[config.mk]
export PLATFORM = sky130hd
export DESIGN_NAME = dmem_port_arbiter_flat
export DESIGN_NICKNAME = d
export VERILOG_FILES = /design/src/rtl/mips32_pkg.sv /design/src/rtl/dmem_port_arbiter_if.sv /design/src/rtl/dmem_arb_prio.sv /design/src/rtl/dmem_port_arbiter.sv /design/src/flat_wrapper.sv
export SDC_FILE = /design/constraint.sdc
export NUM_CORES = 1
export LEC_CHECK = 0
export ABC_AREA = 1
export BUFFER_PORTS_ARGS = -buffer_cell sky130_fd_sc_hd__buf_2
export CORE_MARGIN = 4
export CORE_UTILIZATION = 40
export CTS_CLUSTER_SIZE = 30
export DETAILED_ROUTE_END_ITERATION = 12
export PLACE_DENSITY = 0.67
export SLEW_MARGIN = 30
export SYNTH_ARGS = -nofsm -noshare
export SYNTH_HDL_FRONTEND = slang
export SYNTH_SLANG_ARGS = --single-unit
[constraint.sdc]
create_clock -name clk_x -period 7.4 [get_ports clk_x]
set_input_delay 1.48 -clock clk_x [delete_from_list [all_inputs] [get_ports clk_x]]
set_output_delay 1.48 -clock clk_x [all_outputs]
set_load 0.02 [all_outputs]
[src/rtl/mips32_pkg.sv]
// Shared types for the data-memory port arbiter: memory geometry, arbiter FSM states and owner tags.
package mips32_pkg;

    localparam int DMEM_ADDR_W = 10;
    localparam int DMEM_DATA_W = 32;

    typedef enum logic [1:0] {
        IDLE,
        ISSUE,
        RESP
    } arb_state_t;

    typedef enum logic {
        OWN_CPU,
        OWN_DBG
    } arb_owner_t;

endpackage

[src/rtl/dmem_port_arbiter_if.sv]
// Bundles the CPU, debug and memory-side signals of the data-memory arbiter.
// The slave modport is the arbiter's view; master is the surrounding environment.
interface dmem_port_arbiter_if
    import mips32_pkg::*;
#(
    parameter int ADDR_W = DMEM_ADDR_W,
    parameter int DATA_W = DMEM_DATA_W
) ();

    logic              cpu_valid;
    logic              cpu_ready;
    logic              cpu_we;
    logic [ADDR_W-1:0] cpu_addr;
    logic [DATA_W-1:0] cpu_wdata;
    logic              cpu_rsp_valid;
    logic [DATA_W-1:0] cpu_rdata;

    logic              dbg_valid;
    logic              dbg_ready;
    logic              dbg_we;
    logic [ADDR_W-1:0] dbg_addr;
    logic [DATA_W-1:0] dbg_wdata;
    logic              dbg_rsp_valid;
    logic [DATA_W-1:0] dbg_rdata;

    logic              mem_en;
    logic              mem_we;
    logic [ADDR_W-1:0] mem_addr;
    logic [DATA_W-1:0] mem_wdata;
    logic [DATA_W-1:0] mem_rdata;

    modport slave (
        input  cpu_valid, cpu_we, cpu_addr, cpu_wdata,
        output cpu_ready, cpu_rsp_valid, cpu_rdata,
        input  dbg_valid, dbg_we, dbg_addr, dbg_wdata,
        output dbg_ready, dbg_rsp_valid, dbg_rdata,
        output mem_en, mem_we, mem_addr, mem_wdata,
        input  mem_rdata
    );

    modport master (
        output cpu_valid, cpu_we, cpu_addr, cpu_wdata,
        input  cpu_ready, cpu_rsp_valid, cpu_rdata,
        output dbg_valid, dbg_we, dbg_addr, dbg_wdata,
        input  dbg_ready, dbg_rsp_valid, dbg_rdata,
        input  mem_en, mem_we, mem_addr, mem_wdata,
        output mem_rdata
    );

endinterface

[src/rtl/dmem_arb_prio.sv]
// CPU-first grant logic with a debug starvation guard; readys are combinational, same cycle.
// Debug is force-granted once it has lost MAX_WAIT consecutive arbitration slots.
module dmem_arb_prio
    import mips32_pkg::*;
#(
    parameter int MAX_WAIT = 4
) (
    input  logic       clk_x,
    input  logic       rst,
    input  logic       arb_en,
    input  logic       cpu_valid,
    input  logic       dbg_valid,
    output logic       cpu_ready,
    output logic       dbg_ready,
    output arb_owner_t grant_owner
);

    logic [3:0] wait_cnt;
    logic       force_dbg;

    assign force_dbg = (wait_cnt == 4'(MAX_WAIT));

    always_comb begin
        cpu_ready   = arb_en && cpu_valid && !force_dbg;
        dbg_ready   = arb_en && dbg_valid && (!cpu_valid || force_dbg);
        grant_owner = dbg_ready ? OWN_DBG : OWN_CPU;
    end

    // Counts only slots the debug port actually lost; frozen while a command is in ISSUE.
    always_ff @(posedge clk_x or posedge rst) begin
        if (rst) begin
            wait_cnt <= '0;
        end else if (arb_en) begin
            if (!dbg_valid || dbg_ready) begin
                wait_cnt <= '0;
            end else if (cpu_ready && !force_dbg) begin
                wait_cnt <= wait_cnt + 4'd1;
            end
        end
    end

endmodule

[src/rtl/dmem_port_arbiter.sv]
// Shares a single-port data memory between CPU and debug ports; accept-to-response is 2 cycles.
// Requests stall (ready low) during ISSUE; a new grant may overlap the previous RESP cycle.
module dmem_port_arbiter
    import mips32_pkg::*;
#(
    parameter int ADDR_W   = DMEM_ADDR_W,
    parameter int DATA_W   = DMEM_DATA_W,
    parameter int MAX_WAIT = 4
) (
    input  logic                clk_x,
    input  logic                rst,
    dmem_port_arbiter_if.slave  bus
);

    arb_state_t        state;
    arb_owner_t        owner;
    arb_owner_t        grant_owner;
    logic              txn_we;
    logic              arb_en;
    logic              grant;
    logic              cpu_ready;
    logic              dbg_ready;
    logic              cpu_rsp_q;
    logic              dbg_rsp_q;
    logic [DATA_W-1:0] cpu_rdata_q;
    logic [DATA_W-1:0] dbg_rdata_q;
    logic [DATA_W-1:0] rsp_data;

    logic              sel_we;
    logic [ADDR_W-1:0] sel_addr;
    logic [DATA_W-1:0] sel_wdata;

    assign arb_en = (state != ISSUE) && !rst;
    assign grant  = cpu_ready || dbg_ready;

    dmem_arb_prio #(
        .MAX_WAIT (MAX_WAIT)
    ) u_prio (
        .clk_x       (clk_x),
        .rst         (rst),
        .arb_en      (arb_en),
        .cpu_valid   (bus.cpu_valid),
        .dbg_valid   (bus.dbg_valid),
        .cpu_ready   (cpu_ready),
        .dbg_ready   (dbg_ready),
        .grant_owner (grant_owner)
    );

    always_comb begin
        sel_we    = bus.cpu_we;
        sel_addr  = bus.cpu_addr;
        sel_wdata = bus.cpu_wdata;
        if (grant_owner == OWN_DBG) begin
            sel_we    = bus.dbg_we;
            sel_addr  = bus.dbg_addr;
            sel_wdata = bus.dbg_wdata;
        end
    end

    // Memory read data lands in RESP, so the response data is muxed live rather than registered.
    assign rsp_data = txn_we ? '0 : bus.mem_rdata;

    assign bus.cpu_ready     = cpu_ready;
    assign bus.dbg_ready     = dbg_ready;
    assign bus.cpu_rsp_valid = cpu_rsp_q;
    assign bus.dbg_rsp_valid = dbg_rsp_q;
    assign bus.cpu_rdata     = cpu_rsp_q ? rsp_data : cpu_rdata_q;
    assign bus.dbg_rdata     = dbg_rsp_q ? rsp_data : dbg_rdata_q;

    always_ff @(posedge clk_x or posedge rst) begin
        if (rst) begin
            state         <= IDLE;
            owner         <= OWN_CPU;
            txn_we        <= 1'b0;
            cpu_rsp_q     <= 1'b0;
            dbg_rsp_q     <= 1'b0;
            cpu_rdata_q   <= '0;
            dbg_rdata_q   <= '0;
            bus.mem_en    <= 1'b0;
            bus.mem_we    <= 1'b0;
            bus.mem_addr  <= '0;
            bus.mem_wdata <= '0;
        end else begin
            bus.mem_en <= 1'b0;
            bus.mem_we <= 1'b0;
            cpu_rsp_q  <= 1'b0;
            dbg_rsp_q  <= 1'b0;

            case (state)
                IDLE: begin
                    if (grant) begin
                        state <= ISSUE;
                    end
                end
                ISSUE: begin
                    state <= RESP;
                    if (owner == OWN_CPU) begin
                        cpu_rsp_q <= 1'b1;
                    end else begin
                        dbg_rsp_q <= 1'b1;
                    end
                end
                RESP: begin
                    if (owner == OWN_CPU) begin
                        cpu_rdata_q <= rsp_data;
                    end else begin
                        dbg_rdata_q <= rsp_data;
                    end
                    state <= grant ? ISSUE : IDLE;
                end
                default: state <= IDLE;
            endcase

            // grant is only possible in IDLE or RESP, since both readys are masked in ISSUE.
            if (grant) begin
                bus.mem_en    <= 1'b1;
                bus.mem_we    <= sel_we;
                bus.mem_addr  <= sel_addr;
                bus.mem_wdata <= sel_wdata;
                owner         <= grant_owner;
                txn_we        <= sel_we;
            end
        end
    end

endmodule

[src/flat_wrapper.sv]
// flat-port wrapper written by rule: the top's interface ports become plain ports
module dmem_port_arbiter_flat import mips32_pkg::*;
#(
    parameter int ADDR_W   = DMEM_ADDR_W,
    parameter int DATA_W   = DMEM_DATA_W,
    parameter int MAX_WAIT = 4
)
  (clk_x, rst, bus_cpu_valid, bus_cpu_we, bus_cpu_addr, bus_cpu_wdata, bus_cpu_ready, bus_cpu_rsp_valid, bus_cpu_rdata, bus_dbg_valid, bus_dbg_we, bus_dbg_addr, bus_dbg_wdata, bus_dbg_ready, bus_dbg_rsp_valid, bus_dbg_rdata, bus_mem_en, bus_mem_we, bus_mem_addr, bus_mem_wdata, bus_mem_rdata);
  dmem_port_arbiter_if #(.ADDR_W(ADDR_W), .DATA_W(DATA_W)) bus_i ();
  input  logic clk_x;
  input  logic rst;
  input wire logic [$bits(bus_i.cpu_valid)-1:0] bus_cpu_valid;
  input wire logic [$bits(bus_i.cpu_we)-1:0] bus_cpu_we;
  input wire logic [$bits(bus_i.cpu_addr)-1:0] bus_cpu_addr;
  input wire logic [$bits(bus_i.cpu_wdata)-1:0] bus_cpu_wdata;
  output wire logic [$bits(bus_i.cpu_ready)-1:0] bus_cpu_ready;
  output wire logic [$bits(bus_i.cpu_rsp_valid)-1:0] bus_cpu_rsp_valid;
  output wire logic [$bits(bus_i.cpu_rdata)-1:0] bus_cpu_rdata;
  input wire logic [$bits(bus_i.dbg_valid)-1:0] bus_dbg_valid;
  input wire logic [$bits(bus_i.dbg_we)-1:0] bus_dbg_we;
  input wire logic [$bits(bus_i.dbg_addr)-1:0] bus_dbg_addr;
  input wire logic [$bits(bus_i.dbg_wdata)-1:0] bus_dbg_wdata;
  output wire logic [$bits(bus_i.dbg_ready)-1:0] bus_dbg_ready;
  output wire logic [$bits(bus_i.dbg_rsp_valid)-1:0] bus_dbg_rsp_valid;
  output wire logic [$bits(bus_i.dbg_rdata)-1:0] bus_dbg_rdata;
  output wire logic [$bits(bus_i.mem_en)-1:0] bus_mem_en;
  output wire logic [$bits(bus_i.mem_we)-1:0] bus_mem_we;
  output wire logic [$bits(bus_i.mem_addr)-1:0] bus_mem_addr;
  output wire logic [$bits(bus_i.mem_wdata)-1:0] bus_mem_wdata;
  input wire logic [$bits(bus_i.mem_rdata)-1:0] bus_mem_rdata;
  assign bus_i.cpu_valid = bus_cpu_valid;
  assign bus_i.cpu_we = bus_cpu_we;
  assign bus_i.cpu_addr = bus_cpu_addr;
  assign bus_i.cpu_wdata = bus_cpu_wdata;
  assign bus_cpu_ready = bus_i.cpu_ready;
  assign bus_cpu_rsp_valid = bus_i.cpu_rsp_valid;
  assign bus_cpu_rdata = bus_i.cpu_rdata;
  assign bus_i.dbg_valid = bus_dbg_valid;
  assign bus_i.dbg_we = bus_dbg_we;
  assign bus_i.dbg_addr = bus_dbg_addr;
  assign bus_i.dbg_wdata = bus_dbg_wdata;
  assign bus_dbg_ready = bus_i.dbg_ready;
  assign bus_dbg_rsp_valid = bus_i.dbg_rsp_valid;
  assign bus_dbg_rdata = bus_i.dbg_rdata;
  assign bus_mem_en = bus_i.mem_en;
  assign bus_mem_we = bus_i.mem_we;
  assign bus_mem_addr = bus_i.mem_addr;
  assign bus_mem_wdata = bus_i.mem_wdata;
  assign bus_i.mem_rdata = bus_mem_rdata;
  dmem_port_arbiter #(.ADDR_W(ADDR_W), .DATA_W(DATA_W), .MAX_WAIT(MAX_WAIT)) u_core (.clk_x(clk_x), .rst(rst), .bus(bus_i));
endmodule
### Yosys cells after proc, flatten, opt, wreduce, memory -nomap -nowiden

Index checks and enable logic that the tools add are counted.

* logic and storage cells: 55
* input bits: 122
* output and inout bits: 112
* register bits after elaboration: 118

* bitwise gates (word level): 1
* $add $sub $neg: 1
* mux-type cells: 18
* equality and inequality tests: 5
* reduce and logical (&&, ||, !) cells: 18

Operators with widths (count)
* two-way mux 32 bit: 4
* two-way mux 10 bit: 1
* two-way mux 1 bit: 9
* two-way mux 4 bit: 2
* logical AND 1 bit: 6
* case mux 2 bit (3 select lines): 1
* AND reduction 2 bit: 3
* adder 4 x 1 -> 4 bit (second input constant): 1
* == test 4 x 3 -> 1 bit (second input constant): 1
* logical NOT 1 bit: 4
* != test 2 x 1 -> 1 bit (second input constant): 2
* logical OR 1 bit: 3
* == test 2 x 1 -> 1 bit (second input constant): 1
* == test 2 bit (second input constant): 1
* logical NOT 2 bit: 1
* two-way mux 2 bit: 1
* nonzero test 2 bit: 1
* inverter 1 bit: 1

### Logic depth before layout (Yosys ltp)

* word-level depth: 7
* mapped depth: 9
* depth with buffers taken out: 8

### Hierarchy

Synthesis repeated with hierarchy kept, for this count alone.

* cells, all modules: 933
* area total of the unflattened synthesis: 6331.1 um2

Modules (own cells, without submodules)
* dmem_port_arbiter: times used 1, area each 6048.3 um2, cells each 896, seq. area each 2852.7 um2
* dmem_arb_prio: times used 1, area each 282.8 um2, cells each 37, seq. area each 100.1 um2

### Least setup slack after synthesis

Ideal clock, no wire load.

* path kind: input port to output port
* from: input port rst
* to: output port bus_dbg_ready
* required time: 5.920 ns
* arrival time: 5.063 ns
* cell stages on the path: 6
* path slack: 0.857 ns
* buffers on the path: 1
* path through: inv_1 nand2_2 nor2_4 buf_2 nand2_1 inv_1

* cells in the longest elaborated chain, start to end: 4

RTL lines
* from (decl): RTL line flat_wrapper.sv:11 `input logic rst;`
* logical NOT 1 bit: RTL line dmem_port_arbiter.sv:33 `assign arb_en = (state != ISSUE) && !rst;`
* logical AND 1 bit: RTL line dmem_port_arbiter.sv:33
* logical AND 1 bit (2 in a row): RTL line dmem_arb_prio.sv:25 `dbg_ready = arb_en && dbg_valid && (!cpu_valid || force_dbg);`
* to (decl): RTL line flat_wrapper.sv:23 `output wire logic [$bits(bus_i.dbg_ready)-1:0] bus_dbg_ready;`

No other way between the ends.

### Worst setup path after layout

Same ends and word-level chain as after synthesis.

==> metrics.md <==
| Metric | Value |
|---|---|
| Result of the run | finished clean |
| Post-CTS setup buffers | 0 |
| Share of the synthesized area in the top cell type | 0.475 |
| Syn-to-layout area delta | 30.1% |
| XOR/XNOR Fraction of Synth Area | 0 |
| Setup CP Type | in2out |
| PortBufs | between 200 and 250 |
| Worst Hold Class | reg2reg |
| Slowest CP cell | inv_4 |
| Hold-fix buffers, CTS | 0 |
| Required time worst endpoint | a little under 6 ns |
| Slew HR | 0.463 |
| Synth Area in Simple Gates | 0.283 |
| Commonest non-fill, non-tap cell in the layout | buf_2 |
| Critical Path, Cell by Cell | buf_2 > inv_4 > nand2_2 > nor2_4 > buf_16 > nand2_1 > inv_1 > buf_2 |
| Vias per std cell | roughly 4.6 |
| Power Dens Cells | 351 nW/um^2 |
| Total number of vias | just under 6000 |
| DR pass1 iterations | 5 |
| Metal-1 WL | about 7.7 mm |
| Mux cell area share after synthesis | 0 |
| Worst slew pin tran | 0.806 ns |
| Seq cells post-synth | 118 |
| Clk slew on worst S/H paths | 0.06 ns |
| Remaining global-route overflow | 0 |
| WP depth | 8 |
| ANT nets after route | 0 |
| Top delay family on crit path | buffers and inverters |
| Final-stage net count | 1190 |
| Layout Skew | around 0.012 ns |
| Worst R2R Path Depth | 9 |
| Max-cap viol count | 0 |
| Setup violations, final | 0 |
| Crit path max fanout | 56 |
| Synth top area cells | dfrtp_1 47%, nand2_1 13%, o21ai_0 10% |
| Post-Syn Area | between 6000 and 7000 um^2 |
| Net Sw Power | around 0.0011 W |
| Critical path buffer and inverter count | 5 |
| CTS tree | built |
| Root buffer cell | clkbuf_16 |
| RSZ-0062 raised after global routing | false |
| CTS Buf Count | 17 |
| DR WL met3 | around 1.2 mm |
| Compound-Gate Fraction of Synth Area | 0.111 |
| Antenna Diode Count | 0 |
| Minimum clock period | 4.70 ns |
| Die height | roughly 130 um |
| Max Fclk | roughly 0.21 GHz |
| Internal power | 0.00172 W |
| WHS | approximately 0.48 ns |
| Clock Power Share | 0.284 |
| Fin. Hold Viols | 0 |
| Starting Density | 0.409 |
| Antenna violations before repair | 1 |
| Final instance area | about 8100 um^2 |
| Critical Path AT | ~3.2 ns |
| Die X-Extent | 133 um |
| Post-synthesis adder-cell area fraction | 0.00402 |
| Combinational share of power | 0.373 |
| Dpl cells | about 1200 |
| Synth Instances | roughly 860 |
| DP HPWL | between 10 and 15 mm |
| Largest family of logic cells by synthesized area | simple AND/OR/NAND/NOR gates |
| Slowest cell delay on critical path | 0.47 ns |
| DRC | 0 |
| Layout cells sized above 1 | 0.302 |
| Switching Fraction | 0.395 |
| Largest net degree at the start of global routing | just over 90 |
| Synth Warn # | 0 |
| Hold Path Depth | 2 |
| Final Slew Violations | 0 |
| Most frequent cells in the layout | 233 x buf_2, 222 x nand2_1, 150 x inv_1 |
| Synth unique cells | 22 |
| First-pass GRT wire length | roughly 27 mm |
| Final TNS setup | 0 ns |
| Die area | 17600 um^2 |
| Final cell count without fillers | approximately 1300 |
| H-tree levels | 4 |
| Post-synth net total | between 900 and 1000 |
| Sequential share of power | 0.343 |
| Peak VDD IR | roughly 0.15 mV |
| Register area share after synthesis | 0.475 |
| Core area | roughly 15000 um^2 |
| Dpl cell area | roughly 7500 um^2 |
| Mean routed wirelength per cell | about 13 um |
| Post-Syn Area per Cell | slightly above 7 um^2 |
| Static leakage | approximately 4.4 nW |
| CTS Sinks | 118 |
| WL final | 16.3 mm |
| Cell taking the most area after synthesis | dfrtp_1 |
| Gpl congestion | 0.794 |
| Worst-skew pair later-pin latency | about 0.4 ns |
| Vias in the first global route | ~5500 |
| WL met2 | around 7.3 mm |
| Std-Cell Rows | 45 |
| # IOs | between 200 and 250 |
| Worst Setup Start Kind | primary input |
| Clock Path Buffers | 2 |
| Top cell by count, worst path | buf_2 |
| Post-cts resize count | 0 |
| CP Capture Type | output port |
| Period utilization | 0.635 |
| Detailed router's first-iteration violation count | 369 |
| GRT Util Overall | 0.188 |
| Top sig layer | met5 |
## Yosys cell counts
master    count
ha_1          2
dfrtp_1     118
inv_1       151
or2_1         1
nand3_1      89
nand4_1       1
clkbuf_1     25
nor2_4        3
o21ai_0     127
or2_2        43
nor3_1        1
o21ai_4       1
nand2_2       2
nand2_1     222
o21ai_1       5
nor2_1       37
buf_2        25
nand3b_1      1
buf_1         1
inv_2         1
a21oi_1       1
a21oi_2       1
## worst paths after layout
check                                     startpoint                  endpoint  slack, ns
setup reg to reg           u_core.u_prio.wait_cnt[0]  u_core.bus.mem_wdata[20]       4.83
max in group asynchronous                        rst    u_core.cpu_rdata_q[13]       4.94
min in group asynchronous                        rst  u_core.bus.mem_wdata[26]       1.19
hold / removal               u_core.bus.mem_wdata[9]   u_core.bus.mem_wdata[9]       0.48
setup / recovery                                 rst             bus_dbg_ready       2.70
hold reg to reg              u_core.bus.mem_wdata[9]   u_core.bus.mem_wdata[9]       0.48
## sequential cells by signal, summed over array words and instances, names as in the netlist
name / count
u_core.u_prio.wait_cnt: 4
u_core.bus.cpu_rsp_valid: 1
u_core.bus.dbg_rsp_valid: 1
u_core.owner: 1
u_core.bus.mem_addr: 10
u_core.bus.mem_en: 1
u_core.bus.mem_wdata: 32
u_core.dbg_rdata_q: 32
u_core.txn_we: 1
u_core.cpu_rdata_q: 32
u_core.bus.mem_we: 1
u_core.state: 2
## power groups by stage
stage / Clock [W] / Combinational [W] / Sequential (W)
6_report: 0.000808 / 0.00106 / 0.000975
5_1_grt: 0.000861 / 0.00118 / 0.00100
4_1_cts: 0.000827 / 0.00107 / 0.000977
3_5_place_dp: 0 / 0.00107 / 0.000982
3_3_place_gp: 0 / 0.00105 / 0.000981
2_1_floorplan: 0 / 0.000644 / 0.00102
## cell families after synthesis
logic type,after synthesis
AOI/OAI and AO/OA,135
buffers and inverters,203
adders and majority gates,2
DFF,118
and+or+nand+nor,400
## area by class of cell
cell class / count / area [um^2]
Multi-Input combinational cell: 537 / 2470
Inverter: 152 / 573
Clock inverter: 14 / 153
Clock buffer: 18 / 439
Tap cell: 188 / 235
Fill cell: 1474 / 7110
Timing Repair Buffer: 240 / 1260
Sequential cell: 118 / 2960
## layer usage
layer  global-route usage  vias up
li1                     -     3046
met1                0.259     2537
met2                0.293      207
met3               0.0490       11
met4               0.0548        2
met5                    0        -
## metrics by stage
stage           util  total power [W]  setup slack [ns]
6_report       0.532          0.00284              2.70
3_5_place_dp   0.491          0.00205              2.40
2_1_floorplan      -          0.00166             0.857
4_1_cts        0.530          0.00288              2.41
3_3_place_gp   0.489          0.00203              2.37
5_1_grt        0.532          0.00304              2.51
## worst min-delay path, cell delays in order (launching register included)
cell and delay, ns:
dfrtp_1 0.34, nand2_1 0.05, nand2_1 0.05
No activity file was read; power rests on OpenSTA's default activity.
